`src/rtl/breakout_pkg.sv`:
```
// Shared playfield geometry, FSM state type and level pattern generator
// for the breakout block field.
package breakout_pkg;

    localparam int unsigned BORDER_WIDTH   = 8;
    localparam int unsigned BLOCK_WIDTH    = 48;
    localparam int unsigned BLOCK_HEIGHT   = 16;
    localparam int unsigned BLOCKS_PER_ROW = 13;
    localparam int unsigned NUM_ROWS       = 16;
    localparam int unsigned NUM_BLOCKS     = BLOCKS_PER_ROW * NUM_ROWS;

    localparam int unsigned HIT_X_W = 10;
    localparam int unsigned HIT_Y_W = 9;
    localparam int unsigned ROW_W   = 4;
    localparam int unsigned COL_W   = 4;
    localparam int unsigned IDX_W   = 8;
    localparam int unsigned LEFT_W  = 8;

    typedef enum logic [1:0] {
        ST_IDLE,
        ST_LOAD,
        ST_DIV,
        ST_CHECK
    } field_state_t;

    // One row of a level layout; bit c is column c.
    function automatic logic [BLOCKS_PER_ROW-1:0] pattern_row(
        input logic [1:0]       level,
        input logic [ROW_W-1:0] row
    );
        logic [BLOCKS_PER_ROW-1:0] bits;
        bits = '0;
        for (int unsigned c = 0; c < BLOCKS_PER_ROW; c++) begin
            case (level)
                2'd0:    bits[c] = 1'b1;
                2'd1:    bits[c] = (row[0] == c[0]);
                2'd2:    bits[c] = ~row[0];
                default: bits[c] = (row < 4'd8);
            endcase
        end
        return bits;
    endfunction

endpackage

```
`src/rtl/block_field_if.sv`:
```
// Hit request/response handshake between the collision logic (master)
// and the block field (slave).
interface block_field_if;
    import breakout_pkg::*;

    logic               hit_req;
    logic [HIT_X_W-1:0] hit_x;
    logic [HIT_Y_W-1:0] hit_y;
    logic               hit_done;
    logic               hit_hit;

    modport master (
        output hit_req,
        output hit_x,
        output hit_y,
        input  hit_done,
        input  hit_hit
    );

    modport slave (
        input  hit_req,
        input  hit_x,
        input  hit_y,
        output hit_done,
        output hit_hit
    );

endinterface

```
`src/rtl/block_hit_locator.sv`:
```
// Maps a pixel hit to {row, col}: combinational range check, then a
// subtractive divide by the block width (column c takes c+1 cycles).
module block_hit_locator #(
    parameter int unsigned BORDER_WIDTH   = 8,
    parameter int unsigned BLOCK_WIDTH    = 48,
    parameter int unsigned BLOCK_HEIGHT   = 16,
    parameter int unsigned BLOCKS_PER_ROW = 13,
    parameter int unsigned NUM_ROWS       = 16
) (
    input  logic       clk,
    input  logic       nRst,
    input  logic       i_start,
    input  logic [9:0] i_hit_x,
    input  logic [8:0] i_hit_y,
    output logic       o_valid,
    output logic       o_done,
    output logic [3:0] o_row,
    output logic [3:0] o_col
);

    localparam logic [9:0]  X_LO      = 10'(BORDER_WIDTH);
    localparam logic [9:0]  X_HI      = 10'(BORDER_WIDTH + BLOCKS_PER_ROW * BLOCK_WIDTH);
    localparam logic [8:0]  Y_LO      = 9'(BORDER_WIDTH);
    localparam logic [8:0]  Y_HI      = 9'(BORDER_WIDTH + NUM_ROWS * BLOCK_HEIGHT);
    localparam logic [9:0]  STEP      = 10'(BLOCK_WIDTH);
    localparam int unsigned ROW_SHIFT = $clog2(BLOCK_HEIGHT);

    logic [9:0] r_rem;
    logic [3:0] r_row;
    logic [3:0] r_col;
    logic       r_running;

    logic [9:0] w_rem_start;
    logic [3:0] w_row_start;

    assign o_valid = (i_hit_x >= X_LO) && (i_hit_x < X_HI) &&
                     (i_hit_y >= Y_LO) && (i_hit_y < Y_HI);

    assign w_rem_start = i_hit_x - X_LO;
    assign w_row_start = 4'((i_hit_y - Y_LO) >> ROW_SHIFT);

    // The remainder below one block width means the column count is final.
    assign o_done = r_running && (r_rem < STEP);
    assign o_row  = r_row;
    assign o_col  = r_col;

    always_ff @(posedge clk or negedge nRst) begin
        if (!nRst) begin
            r_rem     <= '0;
            r_row     <= '0;
            r_col     <= '0;
            r_running <= 1'b0;
        end else if (i_start) begin
            r_rem     <= w_rem_start;
            r_row     <= w_row_start;
            r_col     <= '0;
            r_running <= 1'b1;
        end else if (r_running) begin
            if (r_rem >= STEP) begin
                r_rem <= r_rem - STEP;
                r_col <= r_col + 4'd1;
            end else begin
                r_running <= 1'b0;
            end
        end
    end

endmodule

```
`src/rtl/block_field.sv`:
```
// Playfield occupancy: row-by-row level loads, pixel hit resolution and
// block count. Optional BLOCK_FIELD_SCORE_EN adds a saturating score output.
module block_field
    import breakout_pkg::*;
(
    input  logic                  clk,
    input  logic                  nRst,
    input  logic                  load_level,
    input  logic [1:0]            level,
    block_field_if.slave          hit,
    output logic                  busy,
    output logic [NUM_BLOCKS-1:0] block_state,
    output logic [LEFT_W-1:0]     blocks_left,
    output logic                  level_clear
`ifdef BLOCK_FIELD_SCORE_EN
    ,
    output logic [15:0]           score
`endif
);

    field_state_t r_state;
    field_state_t w_state_nxt;

    logic                      r_load_pending;
    logic [1:0]                r_level;
    logic [ROW_W-1:0]          r_row_cnt;
    logic [NUM_BLOCKS-1:0]     r_block_state;
    logic [LEFT_W-1:0]         r_blocks_left;
    logic                      r_hit_done;
    logic                      r_hit_hit;
    logic                      r_level_clear;

    logic                      w_load_go;
    logic                      w_hit_start;
    logic                      w_hit_reject;
    logic                      w_check;
    logic                      w_present;
    logic                      w_loc_valid;
    logic                      w_loc_done;
    logic [ROW_W-1:0]          w_loc_row;
    logic [COL_W-1:0]          w_loc_col;
    logic [IDX_W-1:0]          w_idx;
    logic [IDX_W-1:0]          w_load_base;
    logic [BLOCKS_PER_ROW-1:0] w_row_bits;
    logic [LEFT_W-1:0]         w_row_pop;

    block_hit_locator #(
        .BORDER_WIDTH   (BORDER_WIDTH),
        .BLOCK_WIDTH    (BLOCK_WIDTH),
        .BLOCK_HEIGHT   (BLOCK_HEIGHT),
        .BLOCKS_PER_ROW (BLOCKS_PER_ROW),
        .NUM_ROWS       (NUM_ROWS)
    ) u_locator (
        .clk     (clk),
        .nRst    (nRst),
        .i_start (w_hit_start),
        .i_hit_x (hit.hit_x),
        .i_hit_y (hit.hit_y),
        .o_valid (w_loc_valid),
        .o_done  (w_loc_done),
        .o_row   (w_loc_row),
        .o_col   (w_loc_col)
    );

    assign w_idx       = {4'b0, w_loc_row} * 8'(BLOCKS_PER_ROW) + {4'b0, w_loc_col};
    assign w_load_base = {4'b0, r_row_cnt} * 8'(BLOCKS_PER_ROW);
    assign w_row_bits  = pattern_row(r_level, r_row_cnt);
    assign w_row_pop   = 8'($countones(w_row_bits));
    assign w_present   = r_block_state[w_idx];

    always_ff @(posedge clk or negedge nRst) begin
        if (!nRst) begin
            r_state <= ST_IDLE;
        end else begin
            r_state <= w_state_nxt;
        end
    end

    // hit_req is ignored while hit_done is showing so a held request is
    // not mistaken for a new one before the requester can drop it.
    always_comb begin
        w_state_nxt  = r_state;
        w_load_go    = 1'b0;
        w_hit_start  = 1'b0;
        w_hit_reject = 1'b0;
        w_check      = 1'b0;
        case (r_state)
            ST_IDLE: begin
                if (load_level || r_load_pending) begin
                    w_load_go   = 1'b1;
                    w_state_nxt = ST_LOAD;
                end else if (hit.hit_req && !r_hit_done) begin
                    if (w_loc_valid) begin
                        w_hit_start = 1'b1;
                        w_state_nxt = ST_DIV;
                    end else begin
                        w_hit_reject = 1'b1;
                    end
                end
            end
            ST_LOAD: begin
                if (r_row_cnt == 4'(NUM_ROWS - 1)) begin
                    w_state_nxt = ST_IDLE;
                end
            end
            ST_DIV: begin
                if (w_loc_done) begin
                    w_state_nxt = ST_CHECK;
                end
            end
            ST_CHECK: begin
                w_check     = 1'b1;
                w_state_nxt = ST_IDLE;
            end
            default: w_state_nxt = ST_IDLE;
        endcase
    end

    always_ff @(posedge clk or negedge nRst) begin
        if (!nRst) begin
            r_load_pending <= 1'b0;
            r_level        <= '0;
            r_row_cnt      <= '0;
            r_block_state  <= '0;
            r_blocks_left  <= '0;
            r_hit_done     <= 1'b0;
            r_hit_hit      <= 1'b0;
            r_level_clear  <= 1'b0;
        end else begin
            r_hit_done    <= w_hit_reject | w_check;
            r_hit_hit     <= w_check & w_present;
            r_level_clear <= w_check & w_present & (r_blocks_left == 8'd1);

            if (w_load_go) begin
                r_load_pending <= 1'b0;
            end else if (load_level && (r_state != ST_IDLE)) begin
                r_load_pending <= 1'b1;
            end

            if (w_load_go) begin
                r_level       <= level;
                r_row_cnt     <= '0;
                r_blocks_left <= '0;
            end else if (r_state == ST_LOAD) begin
                r_block_state[w_load_base +: BLOCKS_PER_ROW] <= w_row_bits;
                r_blocks_left <= r_blocks_left + w_row_pop;
                r_row_cnt     <= r_row_cnt + 4'd1;
            end else if (w_check && w_present) begin
                r_block_state[w_idx] <= 1'b0;
                if (r_blocks_left != '0) begin
                    r_blocks_left <= r_blocks_left - 8'd1;
                end
            end
        end
    end

`ifdef BLOCK_FIELD_SCORE_EN
    logic [15:0] r_score;
    logic [16:0] w_score_sum;

    // Top rows are worth more: row r scores 16 - r.
    assign w_score_sum = {1'b0, r_score} + 17'(5'(NUM_ROWS) - {1'b0, w_loc_row});

    always_ff @(posedge clk or negedge nRst) begin
        if (!nRst) begin
            r_score <= '0;
        end else if (w_check && w_present) begin
            r_score <= w_score_sum[16] ? '1 : w_score_sum[15:0];
        end
    end

    assign score = r_score;
`endif

    assign busy         = (r_state != ST_IDLE);
    assign block_state  = r_block_state;
    assign blocks_left  = r_blocks_left;
    assign level_clear  = r_level_clear;
    assign hit.hit_done = r_hit_done;
    assign hit.hit_hit  = r_hit_hit;

endmodule

```
`src/flat_wrapper.sv`:
```
// flat-port wrapper written by rule: the top's interface ports become plain ports
module block_field_flat import breakout_pkg::*;
  (clk, nRst, load_level, level, busy, block_state, blocks_left, level_clear, hit_hit_req, hit_hit_x, hit_hit_y, hit_hit_done, hit_hit_hit);
  block_field_if hit_i ();
  input  logic clk;
  input  logic nRst;
  input  logic load_level;
  input  logic [1:0] level;
  output logic busy;
  output logic [NUM_BLOCKS-1:0] block_state;
  output logic [LEFT_W-1:0] blocks_left;
  output logic level_clear;
  input wire logic [$bits(hit_i.hit_req)-1:0] hit_hit_req;
  input wire logic [$bits(hit_i.hit_x)-1:0] hit_hit_x;
  input wire logic [$bits(hit_i.hit_y)-1:0] hit_hit_y;
  output wire logic [$bits(hit_i.hit_done)-1:0] hit_hit_done;
  output wire logic [$bits(hit_i.hit_hit)-1:0] hit_hit_hit;
  assign hit_i.hit_req = hit_hit_req;
  assign hit_i.hit_x = hit_hit_x;
  assign hit_i.hit_y = hit_hit_y;
  assign hit_hit_done = hit_i.hit_done;
  assign hit_hit_hit = hit_i.hit_hit;
  block_field u_core (.clk(clk), .nRst(nRst), .load_level(load_level), .level(level), .hit(hit_i), .busy(busy), .block_state(block_state), .blocks_left(blocks_left), .level_clear(level_clear));
endmodule
```
`config.mk`:
```
export PLATFORM = sky130hd
export DESIGN_NAME = block_field_flat
export DESIGN_NICKNAME = d
export VERILOG_FILES = /design/src/rtl/breakout_pkg.sv /design/src/rtl/block_field_if.sv /design/src/rtl/block_hit_locator.sv /design/src/rtl/block_field.sv /design/src/flat_wrapper.sv
export SDC_FILE = /design/constraint.sdc
export NUM_CORES = 1
export LEC_CHECK = 0
export ABC_AREA = 1
export CAP_MARGIN = 20
export CORE_MARGIN = 4
export CORE_UTILIZATION = 45
export CTS_CLUSTER_SIZE = 10
export DETAILED_ROUTE_END_ITERATION = 10
export GPL_TIMING_DRIVEN = 0
export PLACE_DENSITY = 0.67
export SYNTH_ARGS = -nofsm -noshare
export SYNTH_HDL_FRONTEND = slang
export SYNTH_SLANG_ARGS = --single-unit
```
`constraint.sdc`:
```
create_clock -name clk -period 5.5 [get_ports clk]
set_input_delay 0.825 -clock clk [delete_from_list [all_inputs] [get_ports clk]]
set_output_delay 0.825 -clock clk [all_outputs]
set_load 0.03 [all_outputs]
```
==> results.py, run 1 <==
metrics = {
    "synth": {
        "synth_cell_types": 41,
        "syn_inst": 2822,
        "yosys.cell_count.top_type": "nand2_1",
        "syn-num-nets": 2894,
        "avgSynthCellArea_sq_um": 6.18,
        "synthSimpleGateAreaFrac_pct": 48.7,
        "async_flop_share_pct": 100,
        "ys_ff_latch": 243,
        "yosys.area.top_type": "dfrtp_1",
        "ys_seq_area_share_pct": 34.9,
        "synthesis.yosys.warnings": 0,
        "synth_edf_count": 0,
        "synthTopCellsByArea": "dfrtp_1 (35%), nand2_1 (28%), nand3_1 (14%), nor2_1 (5.0%), inv_1 (4.0%)",
        "synth_area_sq_um": 17400,
        "muxShareOfSynthArea_pct": 0.0574,
        "synthXorXnorAreaFrac_pct": 1.35,
        "synth_top_family_by_area": "simple AND/OR/NAND/NOR gates",
        "yosys-top-cells-count": "nand2_1 (1304), nand3_1 (471), dfrtp_1 (243)",
        "ys.flop_type": "dfrtp_1",
        "synth_compound_area_share_pct": 2.84,
        "synth_top_area_share_pct": 34.9,
        "synth_fa_ha_area_share_pct": 3.50,
    },
    "clocking": {
        "cts_resized": 0,
        "cts.path.max_buffers": 3,
        "cts_tree": "built",
        "cts_max_level": 1,
        "cts_buffers": 31,
        "clock-sinks": 243,
        "path_clk_slew_ns": 0.06,
        "ctsHoldBuffers": 0,
        "clk_latency_ns": 0.59,
        "post_cts_buffers": 0,
        "cts_root_buffer": "clkbuf_16",
    },
    "detailed_routing": {
        "drt-total-wl_mm": 76.7,
        "drt-initial-drc-count": 2302,
        "vias": 20300,
        "wl_per_cell_um": 21.1,
        "first_pass_iters": 9,
        "drc": 0,
        "ant_nets": 0,
        "vias_per_cell": 5.58,
    },
    "floorplan": {
        "die_area_sq_um": 41900,
        "num_rows": 71,
        "die_y_um": 205,
        "start_util_pct": 45.9,
        "fp.coreArea_sq_um": 37900,
        "fp.dieW_um": 205,
        "pin_count": 245,
    },
    "cells_and_area": {
        "insertedDiodeCount": 0,
        "fin_util_pct": 57.4,
        "layout-drive-gt1-share_pct": 5.08,
        "multi_input_area_sq_um": 9840,
        "nFillCells": 3803,
        "finalNetCount": 3187,
        "syn_to_final_growth_pct": 24.9,
        "regArea_sq_um": 6080,
    },
    "timing": {
        "setup_violations": 0,
        "finalCriticalPeriod_ns": 5.27,
        "holdWs_ns": 0.0537,
        "slew_headroom_pct": 18.2,
        "rsz0062_at_grt": "no",
        "fin_crit_sh_pct": 95.9,
        "skew_ns": 0.0144,
        "max_freq_ghz": 0.190,
        "hold_viol_final": 0,
        "slew_violations": 0,
        "worst_pin_slew_ns": 1.23,
    },
    "worst_setup_path": {
        "end_kind": "register",
        "max_stage_delay_ns": 0.50,
        "cp.required_ns": 5.97,
        "cp_slowest_cell": "nand2_1",
        "startpoint_type": "register",
        "setup.worst_path.class": "register to register",
        "path_cells": "ha_1 > ha_1 > fa_1 > ha_1 > buf_2 > nand3_1 > nand2_1 > xor2_1 > inv_1 > nand2_1 > nor2_1 > nor2_1 > nand2_1 > nand2_1 > nand2_1 > inv_1 > nand2_2 > nand2_4 > buf_6 > nand2_2 > buf_2 > nand2_1 > nand2_1",
        "path_common_cell": "nand2_1",
        "cp_max_fo": 10,
        "crit_arrival_ns": 5.75,
    },
    "grt": {
        "overflow": 0,
        "grt_antenna_before_repair": 1,
        "grt_max_degree": 119,
        "grt_pass1_vias": 19000,
        "track_usage_pct": 35.7,
        "grt_pass1_wl_mm": 115,
    },
    "placed_design": {
        "dp_hpwl_mm": 56.2,
        "io_buffers": 244,
        "gp_congestion": 1.01,
    },
    "outcome": {
        "status": "finished, final reports clean",
    },
    "job": {
        "maxCapViolations": 0,
    },
    "worst_hold_path": {
        "min_path_type": "input pin to asynchronous set/reset pin",
    },
}
[metal layers]
layer	routed length [um]	vias to the layer above	global-route usage [%]
li1	-	9459	-
met1	29000	9388	45.1
met2	33700	1171	55.7
met3	9080	302	9.59
met4	4930	0	19.6
met5	0	-	0
[registers in the layout (all words and copies together), names as in the netlist]
register                    count
u_core.block_state            208
u_core.blocks_left              8
u_core.u_locator.r_rem          6
u_core.r_row_cnt                4
u_core.u_locator.o_col          4
u_core.u_locator.o_row          4
u_core.r_level                  2
u_core.r_state                  2
u_core.hit.hit_done             1
u_core.hit.hit_hit              1
u_core.level_clear              1
u_core.r_load_pending           1
u_core.u_locator.r_running      1
[cell families after synthesis]
group | Yosys count
muxes | 1
and+or+nand+nor | 2065
buffers and inverters | 353
AOI/OAI and AO/OA | 87
xor gates and xnor gates | 26
adders and majority gates | 47
DFF | 243
[worst max-delay path, delay by kind of cell, from the launching register on]
kind / cells / cell delay, ns
fa+ha+maj: 4 / 1.35
buf+inv: 5 / 0.98
xor+xnor: 1 / 0.49
simple gates: 13 / 1.90
flops: 1 / 0.42
[through the flow]
stage               instances  cell area [sq um]  TNS [ns]  setup WS (ns)
finish                   3644              21800         0          0.227
global route             3644              21800         0         0.0885
CTS                      3639              21700         0          0.392
detailed placement       3588              20700         0          0.409
global placement         3577              20500  -1710.68          -7.07
floorplan                2822              17400         0           1.83
[final timing paths]
check / from / cells after the start / slack, ns / to
setup / recovery: u_core.u_locator.o_row[0] / 23 / 0.23 / u_core.block_state[48]
hold / removal: nRst / 1 / 0.05 / u_core.block_state[91]
setup reg to reg: u_core.u_locator.o_row[0] / 23 / 0.23 / u_core.block_state[48]
hold reg to reg: u_core.r_load_pending / 2 / 0.52 / u_core.r_load_pending
max in group asynchronous: nRst / 2 / 4.61 / u_core.block_state[164]
min in group clk: u_core.r_load_pending / 2 / 0.52 / u_core.r_load_pending
[cell type report]
type / instances / area share, %
flip-flops and latches: 243 / 27.9
well taps: 511 / 2.94
clock inverters: 3 / 0.201
multi-input cells: 2226 / 45.2
inverters: 192 / 3.32
clock buffers: 48 / 4.13
repair buffers: 260 / 12.6
plain buffers: 161 / 3.59
[cells in the final DEF (no fill, tap or decap), types with 14 or more instances in the layout]
master | netlist | layout
dfrtp_1 | 243 | 243
xor2_1 | 14 | 14
nor2_1 | 230 | 230
inv_1 | 187 | 187
buf_2 | 48 | 48
buf_1 | 30 | 30
nand2_1 | 1304 | 1304
buf_4 | 15 | 15
clkbuf_1 | 60 | 71
clkbuf_16 | 0 | 31
nand3_1 | 471 | 471
nand4_1 | 20 | 20
o21ai_0 | 43 | 43
ha_1 | 44 | 44
clkdlybuf4s50_1 | 0 | 243
Power of run 1 is left out: the tool's default activity adds up to more than one toggle a clock period on the data nets, which glitch-free logic cannot reach.
==> run 2: changes to the inputs <==
SLEW_MARGIN = 10   (was unset)
==> run 2 against run 1 <==
Against the previous run: first-iteration DRC count down 1.8%; clock skew rose by 0.0061 ns; wire length down 0.22%; worst setup slack improved by 0.039 ns; via count fell by 0.90%; register-to-register slack improved by 0.04 ns; non-clock buffer count stayed put; fmax up 0.75%; clock-buffer cell count fell by 2; core utilization shrank 0.32 points; cell count is essentially flat; critical endpoint unchanged.
==> results.py, run 2 (synthesis results as in run 1) <==
metrics = {
    "grt": {
        "track_usage_pct": 35.6,
        "grt_antenna_before_repair": 0,
        "grt_max_degree": 106,
        "overflow": 0,
        "grt_pass1_vias": 19100,
        "grt_pass1_wl_mm": 115,
    },
    "detailed_routing": {
        "drc": 0,
        "vias": 20100,
        "vias_per_cell": 5.53,
        "drt-total-wl_mm": 76.5,
        "ant_nets": 0,
        "wl_per_cell_um": 21.0,
        "first_pass_iters": 6,
        "drt-initial-drc-count": 2261,
    },
    "clocking": {
        "cts_buffers": 30,
        "clock-sinks": 243,
        "path_clk_slew_ns": 0.06,
        "cts.path.max_buffers": 3,
        "cts_max_level": 1,
        "post_cts_buffers": 0,
        "cts_resized": 0,
        "cts_root_buffer": "clkbuf_16",
        "cts_tree": "built",
        "ctsHoldBuffers": 0,
        "clk_latency_ns": 0.58,
    },
    "worst_setup_path": {
        "timing.rr.end": "u_core.block_state[48]",
        "critPathCapture": "u_core.block_state[48]",
        "cp.required_ns": 5.96,
        "startpoint_type": "register",
        "r2r_cells": 21,
        "setup.worst_path.start": "u_core.u_locator.o_row[0]",
        "r2r_slack_ns": 0.27,
        "timing.rr.start": "u_core.u_locator.o_row[0]",
        "cp_slowest_cell": "xor2_1",
        "setup.worst_path.class": "register to register",
        "crit_arrival_ns": 5.70,
        "path_common_cell": "nand2_1",
        "path_cells": "ha_1 > ha_1 > fa_1 > ha_1 > buf_2 > nand3_1 > nand2_1 > xor2_1 > inv_1 > nand2_1 > nor2_1 > nor2_1 > nand2_1 > a21oi_2 > nand2_2 > nand2_4 > buf_6 > nand2_2 > buf_2 > nand2_1 > nand2_1",
        "cp_max_fo": 10,
        "end_kind": "register",
        "max_stage_delay_ns": 0.48,
    },
    "cells_and_area": {
        "final_common_cell": "nand2_1",
        "insertedDiodeCount": 0,
        "syn_to_final_growth_pct": 24.2,
        "fin_util_pct": 57.0,
        "layout-drive-gt1-share_pct": 4.98,
        "finalNetCount": 3186,
        "final_cell_mix": "nand2_1 (1304), nand3_1 (471), clkdlybuf4s50_1 (243), dfrtp_1 (243), nor2_1 (230)",
        "nFillCells": 3829,
        "largest_register_ff_count": 208,
    },
    "timing": {
        "slew_headroom_pct": 15.5,
        "worst_pin_slew_ns": 1.27,
        "setup_violations": 0,
        "finalCriticalPeriod_ns": 5.23,
        "slew_violations": 0,
        "finalSetupTns_ns": 0,
        "fin_ws_ns": 0.266,
        "holdWs_ns": 0.186,
        "max_freq_ghz": 0.191,
        "skew_ns": 0.0205,
        "rsz0062_at_grt": "no",
        "hold_viol_final": 0,
        "fin_crit_sh_pct": 95.2,
    },
    "floorplan": {
        "die_area_sq_um": 41900,
        "start_util_pct": 45.9,
        "fp.dieW_um": 205,
        "die_y_um": 205,
        "num_rows": 71,
        "pin_count": 245,
        "fp.coreArea_sq_um": 37900,
    },
    "placed_design": {
        "gp_congestion": 1.01,
        "dp_hpwl_mm": 56.2,
        "io_buffers": 244,
        "dp_slack_ns": 0.402,
    },
    "worst_hold_path": {
        "min_path_type": "input pin to asynchronous set/reset pin",
    },
    "job": {
        "maxCapViolations": 0,
    },
    "outcome": {
        "status": "finished, final reports clean",
    },
}
[run 2: worst min-delay path by stage]
| stage | startpoint | endpoint | slack [ns] | depth (start not counted) |
|---|---|---|---|---|
| 3_3_place_gp | u_core.r_load_pending | u_core.r_load_pending | 0.49 | 2 |
| 2_1_floorplan | u_core.r_load_pending | u_core.r_load_pending | 0.47 | 2 |
| 5_1_grt | nRst | u_core.block_state[91] | 0.23 | 1 |
| 3_5_place_dp | u_core.r_load_pending | u_core.r_load_pending | 0.50 | 2 |
| 4_1_cts | nRst | u_core.block_state[91] | 0.20 | 1 |
| 6_report | nRst | u_core.block_state[91] | 0.19 | 1 |
[run 2: worst max-delay path, delay by kind of cell (launching register included)]
kind / cells / cell delay (ns)
AO/OA/AOI/OAI: 1 / 0.29
adder cells (fa/ha/maj): 4 / 1.35
AND/OR/NAND/NOR: 11 / 1.72
buffers and inverters: 4 / 0.86
XOR/XNOR: 1 / 0.48
flip-flops: 1 / 0.42
[run 2: final cells by class]
type	count	area (sq um)	area share, %
tap	511	639	2.95
clock buffer	46	862	3.98
clock inverter	3	15.0	0.0694
inverter	192	723	3.34
timing repair buffer	260	2700	12.5
multi-input combinational	2226	9840	45.5
sequential	243	6080	28.1
buffer	161	781	3.61
[run 2: metal layers]
| metal | part of all wire, % | vias to the layer above | wire length [um] | track usage, % |
|---|---|---|---|---|
| met2 | 44 | 1136 | 33900 | 55.8 |
| met3 | 11 | 285 | 8780 | 8.82 |
| met1 | 38 | 9271 | 29100 | 45.4 |
| met4 | 6.3 | 0 | 4800 | 19.0 |
| met5 | 0 | - | 0 | 0 |
| li1 | - | 9446 | - | - |
[run 2: through the flow]
stage / area, sq um / cells
global route: 21600 / 3642
floorplan: 17400 / 2822
detailed placement: 20700 / 3588
global placement: 20500 / 3577
finish: 21600 / 3642
CTS: 21600 / 3637
Power of run 2 is left out for the same reason.
==> run 3: changes to the inputs <==
CTS_CLUSTER_DIAMETER = 80   (was unset)
==> run 3 against run 2 <==
Against the previous run: cell area fell by 0.48%; die area did not move; non-clock buffer count did not move; global-route usage barely moved; critical endpoint unchanged; largest cell class unchanged.
==> results.py, run 3 (synthesis results as in run 1) <==
metrics = {
    "detailed_routing": {
        "drt-initial-drc-count": 2400,
        "ant_nets": 0,
        "wl_per_cell_um": 21.1,
        "vias": 20300,
        "drt-total-wl_mm": 76.5,
        "first_pass_iters": 8,
        "drc": 0,
        "vias_per_cell": 5.59,
    },
    "clocking": {
        "cts_max_level": 1,
        "cts_tree": "built",
        "post_cts_buffers": 0,
        "cts.path.max_buffers": 3,
        "ctsHoldBuffers": 0,
        "cts_buffers": 28,
        "cts_resized": 0,
        "clk_latency_ns": 0.59,
        "clock-sinks": 243,
        "path_clk_slew_ns": 0.06,
        "cts_root_buffer": "clkbuf_16",
    },
    "floorplan": {
        "pin_count": 245,
        "fp.coreArea_sq_um": 37900,
        "die_area_sq_um": 41900,
        "start_util_pct": 45.9,
        "die_y_um": 205,
        "fp.dieW_um": 205,
        "num_rows": 71,
    },
    "placed_design": {
        "place_area_sq_um": 20700,
        "dp_hpwl_mm": 56.2,
        "gp_congestion": 1.01,
        "io_buffers": 244,
    },
    "grt": {
        "grt_max_degree": 106,
        "grt_pass1_wl_mm": 114,
        "overflow": 0,
        "grt_antenna_before_repair": 0,
        "grt_pass1_vias": 19100,
        "track_usage_pct": 35.6,
    },
    "worst_setup_path": {
        "path_common_cell": "nand2_1",
        "max_stage_delay_ns": 0.59,
        "path_cells": "ha_1 > ha_1 > fa_1 > ha_1 > buf_2 > xor2_1 > nor2_1 > buf_2 > nand2_1 > nand2_1 > nor2_1 > nand2_1 > nand3_1 > nand2_1 > nand2_1 > nand2_1 > inv_1 > nand2_2 > nand2_4 > buf_6 > nand2_2 > buf_2 > nand2_1 > nand2_1",
        "end_kind": "register",
        "startpoint_type": "register",
        "setup.worst_path.class": "register to register",
        "cp_slowest_cell": "nor2_1",
        "cp_max_fo": 10,
        "cp_top_family": "simple AND/OR/NAND/NOR gates",
        "cp.required_ns": 6.01,
        "critPathBufInv": 5,
        "crit_arrival_ns": 5.75,
    },
    "timing": {
        "max_freq_ghz": 0.191,
        "finalCriticalPeriod_ns": 5.24,
        "setup_violations": 0,
        "hold_viol_final": 0,
        "rsz0062_at_grt": "no",
        "slew_headroom_pct": 12.9,
        "worst_pin_slew_ns": 1.31,
        "slew_violations": 0,
        "fin_crit_sh_pct": 95.3,
        "skew_ns": 0.0223,
    },
    "cells_and_area": {
        "layout-drive-gt1-share_pct": 4.82,
        "final_area_sq_um": 21500,
        "syn_to_final_growth_pct": 23.6,
        "nFillCells": 3830,
        "final_cell_mix": "nand2_1 (1304), nand3_1 (471), clkdlybuf4s50_1 (243), dfrtp_1 (243), nor2_1 (230)",
        "insertedDiodeCount": 0,
        "finalNetCount": 3184,
        "final_common_cell": "nand2_1",
        "largest_register_ff_count": 208,
    },
    "worst_hold_path": {
        "min_path_type": "input pin to asynchronous set/reset pin",
    },
    "job": {
        "maxCapViolations": 0,
    },
    "outcome": {
        "status": "finished, final reports clean",
    },
}
run 3: area by class of cell:
type / instances / area (sq um) / area share (%)
Buffer: 161 / 781 / 3.63
Clock inverter: 1 / 30.0 / 0.139
Sequential cell: 243 / 6080 / 28.2
Inverter: 192 / 723 / 3.36
Clock buffer: 31 / 743 / 3.45
Tap cell: 511 / 639 / 2.97
Multi-Input combinational cell: 2226 / 9840 / 45.7
Timing Repair Buffer: 260 / 2700 / 12.5
run 3: per-layer routing:
layer	vias up	global-route usage [%]	part of all wire, %
li1	9432	-	-
met1	9371	45.4	38
met2	1197	55.8	44
met3	264	9.66	12
met4	0	18.0	6.1
met5	-	0	0
run 3: worst paths after layout:
path / start / to / slack [ns] / cells past startpoint
worst max-delay path: u_core.u_locator.o_row[0] / u_core.block_state[48] / 0.26 / 24
min in group clk: u_core.r_load_pending / u_core.r_load_pending / 0.52 / 2
worst min-delay path: nRst / u_core.block_state[100] / 0.19 / 1
max in group asynchronous: nRst / u_core.u_locator.o_col[3] / 4.38 / 2
worst min register to register: u_core.r_load_pending / u_core.r_load_pending / 0.52 / 2
worst max register to register: u_core.u_locator.o_row[0] / u_core.block_state[48] / 0.26 / 24
run 3: per-stage QoR:
stage / hold slack (ns) / worst slack (ns) / util (%) / TNS [ns] / std cells
floorplan: 0.469 / 1.83 / - / 0 / 2822
global placement: 0.491 / -7.07 / 54.1 / -1710.68 / 3577
detailed placement: 0.504 / 0.402 / 54.6 / 0 / 3588
CTS: 0.194 / 0.383 / 56.6 / 0 / 3620
global route: 0.228 / 0.0960 / 56.8 / 0 / 3625
finish: 0.188 / 0.257 / 56.8 / 0 / 3625
Power of run 3 is left out for the same reason.
